`src/rtl/hazard_sequencer_if.sv`:
```
// Decode-side handshake bundle between the MIPS8 pipeline front end and the
// hazard sequencer: decode fields and memory/jump status in, pipeline
// enables, flushes and debug counters out.
interface hazard_sequencer_if #(
    parameter int REG_W = 3,
    parameter int CNT_W = 16
) ();
    logic             id_valid;
    logic [4:0]       id_opcode;
    logic [REG_W-1:0] id_rd;
    logic [REG_W-1:0] id_rs;
    logic [REG_W-1:0] id_rt;
    logic             ex_jump_taken;
    logic             mem_busy;

    logic             pc_en;
    logic             if_id_en;
    logic             if_id_flush;
    logic             id_ex_flush;
    logic [CNT_W-1:0] stall_cycles;
    logic [CNT_W-1:0] flush_events;

    // Pipeline side: drives decode state, observes control
    modport master (
        output id_valid, id_opcode, id_rd, id_rs, id_rt, ex_jump_taken, mem_busy,
        input  pc_en, if_id_en, if_id_flush, id_ex_flush, stall_cycles, flush_events
    );

    // Sequencer side
    modport slave (
        input  id_valid, id_opcode, id_rd, id_rs, id_rt, ex_jump_taken, mem_busy,
        output pc_en, if_id_en, if_id_flush, id_ex_flush, stall_cycles, flush_events
    );
endinterface

```
`src/rtl/hazard_sequencer.sv`:
```
// Hazard and flow controller for the MIPS8 five-stage core. Keeps a private
// copy of EX/MEM occupancy and derives PC / IF/ID / ID/EX enables and flushes
// for load-use stalls, flags stalls, taken-jump flushes and memory freezes.
module hazard_sequencer #(
    parameter int REG_W = 3,
    parameter int CNT_W = 16
) (
    input  logic               clk,
    input  logic               rst,
    hazard_sequencer_if.slave  bus
);
    localparam logic [4:0] OP_NOP  = 5'd0;
    localparam logic [4:0] OP_ADD  = 5'd1;
    localparam logic [4:0] OP_SUB  = 5'd2;
    localparam logic [4:0] OP_OR   = 5'd3;
    localparam logic [4:0] OP_AND  = 5'd4;
    localparam logic [4:0] OP_XOR  = 5'd5;
    localparam logic [4:0] OP_MOV  = 5'd6;
    localparam logic [4:0] OP_LW   = 5'd7;
    localparam logic [4:0] OP_SW   = 5'd8;
    localparam logic [4:0] OP_LI   = 5'd9;
    localparam logic [4:0] OP_ADDI = 5'd10;
    localparam logic [4:0] OP_SUBI = 5'd11;
    localparam logic [4:0] OP_CMP  = 5'd12;
    localparam logic [4:0] OP_JZ   = 5'd13;
    localparam logic [4:0] OP_JNZ  = 5'd14;
    localparam logic [4:0] OP_JG   = 5'd15;
    localparam logic [4:0] OP_JL   = 5'd16;
    localparam logic [4:0] OP_JUMP = 5'd17;

    // Counter increment that sticks at all-ones instead of wrapping
    function automatic logic [CNT_W-1:0] sat_inc(input logic [CNT_W-1:0] v);
        return (&v) ? v : v + 1'b1;
    endfunction

    // Decode-stage classification
    logic id_writes_reg, id_writes_flags, id_reads_rs, id_reads_rt;
    logic id_is_load, id_is_jump, id_is_cond_jump;

    // EX and MEM slot state
    logic             ex_valid, mem_valid;
    logic [REG_W-1:0] ex_dest, mem_dest;
    logic             ex_is_load, ex_writes_reg, ex_writes_flags, ex_is_jump;
    logic             mem_is_load, mem_writes_reg, mem_writes_flags, mem_is_jump;

    logic [CNT_W-1:0] stall_cnt, flush_cnt;

    logic load_use, flags_haz, hazard, take_flush, freeze, advance;

    // MEM slot contents are tracked for completeness but only forwarding
    // (outside this block) consumes them.
    logic unused_mem;
    assign unused_mem = ^{mem_valid, mem_dest, mem_is_load, mem_writes_reg,
                          mem_writes_flags, mem_is_jump};

    // Opcode class decode; undefined opcodes fall through as NOP
    always_comb begin
        id_writes_reg   = 1'b0;
        id_writes_flags = 1'b0;
        id_reads_rs     = 1'b0;
        id_reads_rt     = 1'b0;
        id_is_load      = 1'b0;
        id_is_jump      = 1'b0;
        id_is_cond_jump = 1'b0;
        case (bus.id_opcode)
            OP_ADD, OP_SUB, OP_OR, OP_AND, OP_XOR, OP_CMP: begin
                id_writes_reg   = 1'b1;
                id_writes_flags = 1'b1;
                id_reads_rs     = 1'b1;
                id_reads_rt     = 1'b1;
            end
            OP_MOV: begin
                id_writes_reg = 1'b1;
                id_reads_rs   = 1'b1;
            end
            OP_LW: begin
                id_writes_reg = 1'b1;
                id_reads_rs   = 1'b1;
                id_is_load    = 1'b1;
            end
            OP_SW: begin
                id_reads_rs = 1'b1;
                id_reads_rt = 1'b1;
            end
            OP_LI: id_writes_reg = 1'b1;
            OP_ADDI, OP_SUBI: begin
                id_writes_reg   = 1'b1;
                id_writes_flags = 1'b1;
                id_reads_rs     = 1'b1;
            end
            OP_JZ, OP_JNZ, OP_JG, OP_JL: begin
                id_is_jump      = 1'b1;
                id_is_cond_jump = 1'b1;
            end
            OP_JUMP: id_is_jump = 1'b1;
            OP_NOP:  ;
            default: ;
        endcase
    end

    // Hazard detection; only a load in EX cannot be forwarded in time
    always_comb begin
        load_use   = ex_valid & ex_is_load &
                     ((id_reads_rs & (bus.id_rs == ex_dest)) |
                      (id_reads_rt & (bus.id_rt == ex_dest)));
        flags_haz  = id_is_cond_jump & ex_valid & ex_writes_flags;
        hazard     = bus.id_valid & (load_use | flags_haz);
        take_flush = ex_valid & ex_is_jump & bus.ex_jump_taken;
        freeze     = bus.mem_busy;
        advance    = ~take_flush & ~hazard;
    end

    // Pipeline control outputs, priority freeze > flush > stall > advance
    always_comb begin
        bus.pc_en       = 1'b1;
        bus.if_id_en    = 1'b1;
        bus.if_id_flush = 1'b0;
        bus.id_ex_flush = 1'b0;
        if (rst) begin
            bus.pc_en       = 1'b0;
            bus.if_id_en    = 1'b0;
            bus.if_id_flush = 1'b1;
            bus.id_ex_flush = 1'b1;
        end else if (freeze) begin
            bus.pc_en    = 1'b0;
            bus.if_id_en = 1'b0;
        end else if (take_flush) begin
            bus.if_id_flush = 1'b1;
            bus.id_ex_flush = 1'b1;
        end else if (hazard) begin
            bus.pc_en       = 1'b0;
            bus.if_id_en    = 1'b0;
            bus.id_ex_flush = 1'b1;
        end
    end

    // Slot occupancy and event counters; everything holds during a freeze
    always_ff @(posedge clk or posedge rst) begin
        if (rst) begin
            ex_valid  <= 1'b0;
            mem_valid <= 1'b0;
            stall_cnt <= '0;
            flush_cnt <= '0;
        end else if (!freeze) begin
            mem_valid <= ex_valid;
            ex_valid  <= advance ? bus.id_valid : 1'b0;
            if (take_flush)
                flush_cnt <= sat_inc(flush_cnt);
            else if (hazard)
                stall_cnt <= sat_inc(stall_cnt);
        end
    end

    // Slot payload; meaningless while the matching valid bit is low
    always_ff @(posedge clk) begin
        if (!freeze) begin
            mem_dest         <= ex_dest;
            mem_is_load      <= ex_is_load;
            mem_writes_reg   <= ex_writes_reg;
            mem_writes_flags <= ex_writes_flags;
            mem_is_jump      <= ex_is_jump;
            if (advance) begin
                ex_dest         <= bus.id_rd;
                ex_is_load      <= id_is_load;
                ex_writes_reg   <= id_writes_reg;
                ex_writes_flags <= id_writes_flags;
                ex_is_jump      <= id_is_jump;
            end
        end
    end

    assign bus.stall_cycles = stall_cnt;
    assign bus.flush_events = flush_cnt;
endmodule

```
`src/flat_wrapper.sv`:
```
// flat-port wrapper written by rule: the top's interface ports become plain ports
module hazard_sequencer_flat 
#(
    parameter int REG_W = 3,
    parameter int CNT_W = 16
)
  (clk, rst, bus_id_valid, bus_id_opcode, bus_id_rd, bus_id_rs, bus_id_rt, bus_ex_jump_taken, bus_mem_busy, bus_pc_en, bus_if_id_en, bus_if_id_flush, bus_id_ex_flush, bus_stall_cycles, bus_flush_events);
  hazard_sequencer_if #(.REG_W(REG_W), .CNT_W(CNT_W)) bus_i ();
  input  logic clk;
  input  logic rst;
  input wire logic [$bits(bus_i.id_valid)-1:0] bus_id_valid;
  input wire logic [$bits(bus_i.id_opcode)-1:0] bus_id_opcode;
  input wire logic [$bits(bus_i.id_rd)-1:0] bus_id_rd;
  input wire logic [$bits(bus_i.id_rs)-1:0] bus_id_rs;
  input wire logic [$bits(bus_i.id_rt)-1:0] bus_id_rt;
  input wire logic [$bits(bus_i.ex_jump_taken)-1:0] bus_ex_jump_taken;
  input wire logic [$bits(bus_i.mem_busy)-1:0] bus_mem_busy;
  output wire logic [$bits(bus_i.pc_en)-1:0] bus_pc_en;
  output wire logic [$bits(bus_i.if_id_en)-1:0] bus_if_id_en;
  output wire logic [$bits(bus_i.if_id_flush)-1:0] bus_if_id_flush;
  output wire logic [$bits(bus_i.id_ex_flush)-1:0] bus_id_ex_flush;
  output wire logic [$bits(bus_i.stall_cycles)-1:0] bus_stall_cycles;
  output wire logic [$bits(bus_i.flush_events)-1:0] bus_flush_events;
  assign bus_i.id_valid = bus_id_valid;
  assign bus_i.id_opcode = bus_id_opcode;
  assign bus_i.id_rd = bus_id_rd;
  assign bus_i.id_rs = bus_id_rs;
  assign bus_i.id_rt = bus_id_rt;
  assign bus_i.ex_jump_taken = bus_ex_jump_taken;
  assign bus_i.mem_busy = bus_mem_busy;
  assign bus_pc_en = bus_i.pc_en;
  assign bus_if_id_en = bus_i.if_id_en;
  assign bus_if_id_flush = bus_i.if_id_flush;
  assign bus_id_ex_flush = bus_i.id_ex_flush;
  assign bus_stall_cycles = bus_i.stall_cycles;
  assign bus_flush_events = bus_i.flush_events;
  hazard_sequencer #(.REG_W(REG_W), .CNT_W(CNT_W)) u_core (.clk(clk), .rst(rst), .bus(bus_i));
endmodule
```
`config.mk`:
```
export PLATFORM = sky130hd
export DESIGN_NAME = hazard_sequencer_flat
export DESIGN_NICKNAME = d
export VERILOG_FILES = /design/src/rtl/hazard_sequencer_if.sv /design/src/rtl/hazard_sequencer.sv /design/src/flat_wrapper.sv
export SDC_FILE = /design/constraint.sdc
export NUM_CORES = 1
export LEC_CHECK = 0
export BUFFER_PORTS_ARGS = -buffer_cell sky130_fd_sc_hd__buf_2
export CAP_MARGIN = 20
export CORE_MARGIN = 10
export CORE_UTILIZATION = 54
export DETAILED_ROUTE_END_ITERATION = 12
export GPL_TIMING_DRIVEN = 0
export PLACE_DENSITY_LB_ADDON = 0.1
export RECOVER_POWER = 100
export SYNTH_ARGS = -nofsm -noshare
export SYNTH_HDL_FRONTEND = slang
export SYNTH_SLANG_ARGS = --single-unit
```
`constraint.sdc`:
```
create_clock -name clk -period 4.5 [get_ports clk]
set_input_delay 1.125 -clock clk [delete_from_list [all_inputs] [get_ports clk]]
set_output_delay 1.125 -clock clk [all_outputs]
set_load 0.05 [all_outputs]
```
==> impl_metrics.tcl <==
set metrics [dict create \
    dpl.hpwl_mm 3.78 \
    cts_buffers 5 \
    gp_congestion 0.725 \
    nets 274 \
    powerDensity_mw_per_mm2 330 \
    ys_seq_area_frac 0.459 \
    port_buffers 53 \
    finalCriticalPeriod_ps 4210 \
    finalClockSkew_ps 7.51 \
    slowest_delay_ps 500 \
    ir_drop_v 0.000233 \
    ctsResizeCount 0 \
    die_w_um 83.7 \
    clock_sinks 39 \
    dpl_worst_slack_ps 450 \
    slew_headroom 0.437 \
    status "finished, final reports clean" \
    fmax_mhz 238 \
    final-hold-violation-count 0 \
    first_pass_iters 4 \
    io_pins 55 \
    yosysUniqueCellTypes 51 \
    synth_area_leaders "dfrtp_1, xnor2_1, edfxtp_1" \
    rsz0062_at_grt "false" \
    grt.total_usage 0.143 \
    fin_ws_ps 290 \
    via_per_inst 5.66 \
    clk_pin_slew_worst_paths_ps 70 \
    register_area_mm2 0.00101 \
    cts_tree "yes" \
    critPathLaunchType "input port" \
    finalSetupTns_ps 0 \
    drt_iter0_markers 123 \
    synthToLayoutAreaGrowth_pct 13.7 \
    crit_required_ps 3380 \
    drc 0 \
    syn_area_per_cell_um2 11.4 \
    start_util 0.552 \
    clockRootBuffer "clkbuf_8" \
    maxCapViolCount 0 \
    syn_nets 213 \
    die-area_mm2 0.00701 \
    r2r_slack_ps 2400 \
    critical_path_arrival_ps 3090 \
    diodes 0 \
    antenna_found_initial 0 \
    grt_pass1_wl_mm 8.43 \
    insertion_delay_ps 290 \
    ys_ff_latch 39 \
    path_cells "clkbuf_1, or2_0, a32o_1, a22o_4, or2_1, a211oi_2, clkbuf_1" \
    postCtsSetupRepairBufs 0 \
    leakagePower_nw 1.04 \
    syn_inst 192 \
    worst_slew_pin_slew_ps 844 \
    ctsHoldBuffers 0 \
    synth-main-ff-cell "dfrtp_1" \
    synth_area_mm2 0.00219 \
    end_kind "primary output" \
    async_reset_ff_frac 0.846 \
    clk_path_buf_depth 2 \
    holdWs_ps 485 \
    cp_slowest_cell "clkbuf_1" \
    synth_top_cell_by_area "dfrtp_1" \
    setup.worst_path.class "input port to primary output" \
    grt_max_degree 21 \
    synth_edf_count 6 \
    fin_crit_sh 0.936 \
    grt_pass1_vias 1695 \
    core_mm2 0.00397 \
    power_w 0.000822 \
    wl_per_cell_um 16.2 \
    final_antenna_net_count 0 \
    synth_top_area_frac 0.376 \
    slew_violations 0 \
    fp-row-count 23 \
    crit_top_cell "clkbuf_1" \
    layout-drive-gt1-share 0.138 \
    grt-ovfl-total 0 \
    vias 1720 \
    multi_input_area_mm2 0.00107 \
    worstHoldPathType "flip-flop to flip-flop" \
    fill_cells 371 \
    finalWirelength_mm 4.93 \
    ys.warnings.count 0 \
    htreeDepth 2 \
    die_height_um 83.7 \
    critical_path.max_fanout 8 \
    setup_viol 0 \
]
-- sequential cells by signal, summed over array words and instances (netlist names) --
| signal | flops |
|---|---|
| u_core.bus.flush_events | 16 |
| u_core.bus.stall_cycles | 16 |
| u_core.ex_dest | 3 |
| u_core.ex_is_jump | 1 |
| u_core.ex_is_load | 1 |
| u_core.ex_valid | 1 |
| u_core.ex_writes_flags | 1 |
-- path summary, 6_finish.rpt --
check,start,end,cells after the start
max,bus_id_opcode[0],bus_if_id_en,7
min,u_core.bus.stall_cycles[11],u_core.bus.stall_cycles[11],1
max reg2reg,u_core.ex_dest[1],u_core.bus.stall_cycles[15],6
min reg2reg,u_core.bus.stall_cycles[11],u_core.bus.stall_cycles[11],1
max in group asynchronous,rst,u_core.bus.stall_cycles[5],3
min in group asynchronous,rst,u_core.bus.flush_events[2],2
-- kinds of logic after synthesis --
logic type,Yosys count,synth area share
xor+xnor,34,0.136
fa+ha+maj,2,0.0114
buf+inv,11,0.0297
simple gates,67,0.184
flops,39,0.459
mux,3,0.0154
compound gates,36,0.165
-- synthesized netlist by cell type (2+ instances only) --
cell type,n
dfrtp_1,33
nor2b_1,3
xnor2_1,25
edfxtp_1,6
nand2_1,14
inv_1,6
ha_1,2
and2_1,2
nor3b_1,2
o21a_1,2
mux2_1,2
o211ai_2,9
nand3_1,5
nor2_1,10
and4_1,4
buf_6,2
or3_1,2
nor4_2,2
nand4_1,3
and3_1,7
a21oi_1,3
nor3_1,5
o2111ai_1,4
buf_4,2
or2_1,2
xor2_1,9
a32o_1,2
-- metrics by stage --
stage          std cells  cell area, um2   util
4_1_cts              304            2640  0.664
6_report             304            2490  0.628
3_3_place_gp         295            2530  0.636
2_1_floorplan        192            2200      -
5_1_grt              304            2490  0.628
3_5_place_dp         296            2550  0.643
-- placed cells by master, fill, tap and decap left out, types with 2 or more instances in the layout --
| cell type | n |
|---|---|
| clkbuf_1 | 43 |
| inv_1 | 6 |
| nand2_1 | 14 |
| o21a_1 | 2 |
| nand4_1 | 3 |
| mux2_1 | 2 |
| and3_1 | 7 |
| nand3_1 | 5 |
| o21ai_0 | 2 |
| and4_1 | 4 |
| edfxtp_1 | 6 |
| and2_1 | 2 |
| nor3b_1 | 2 |
| xnor2_1 | 25 |
| o211ai_1 | 9 |
| or3_1 | 2 |
| ha_1 | 2 |
| a21oi_1 | 3 |
| o2111ai_1 | 5 |
| a32o_1 | 2 |
| buf_2 | 14 |
| nor2b_1 | 3 |
| nor2_1 | 10 |
| nor3_1 | 5 |
| buf_4 | 2 |
| dfrtp_1 | 33 |
| clkbuf_8 | 5 |
| xor2_1 | 9 |
-- final cells by class --
class,instances,share of cell area
multi-input combinational,142,0.427
sequential,39,0.403
timing repair buffer,54,0.0883
clock buffer,7,0.0306
tap,50,0.0251
buffer,5,0.0140
inverter,6,0.00903
clock inverter,1,0.00201
-- power by group --
group	switching, W	internal (W)	total [W]	leakage [nW]
Sequential	0.0000348	0.000384	0.000419	0.508
Combinational	0.000131	0.0000476	0.000179	0.490
Clock	0.000115	0.000109	0.000224	0.0422
-- layer usage --
metal / track usage / routed length (um)
met1: 0.186 / 2230
met2: 0.219 / 2340
met3: 0.0508 / 341
met4: 0.0365 / 22
met5: 0 / 0
-- critical path: cells and delay by family --
family	cells	cell delay, ps
AO/OA/AOI/OAI	3	780
buffers and inverters	2	650
AND/OR/NAND/NOR	2	520
(Power assumes the default switching activity.)
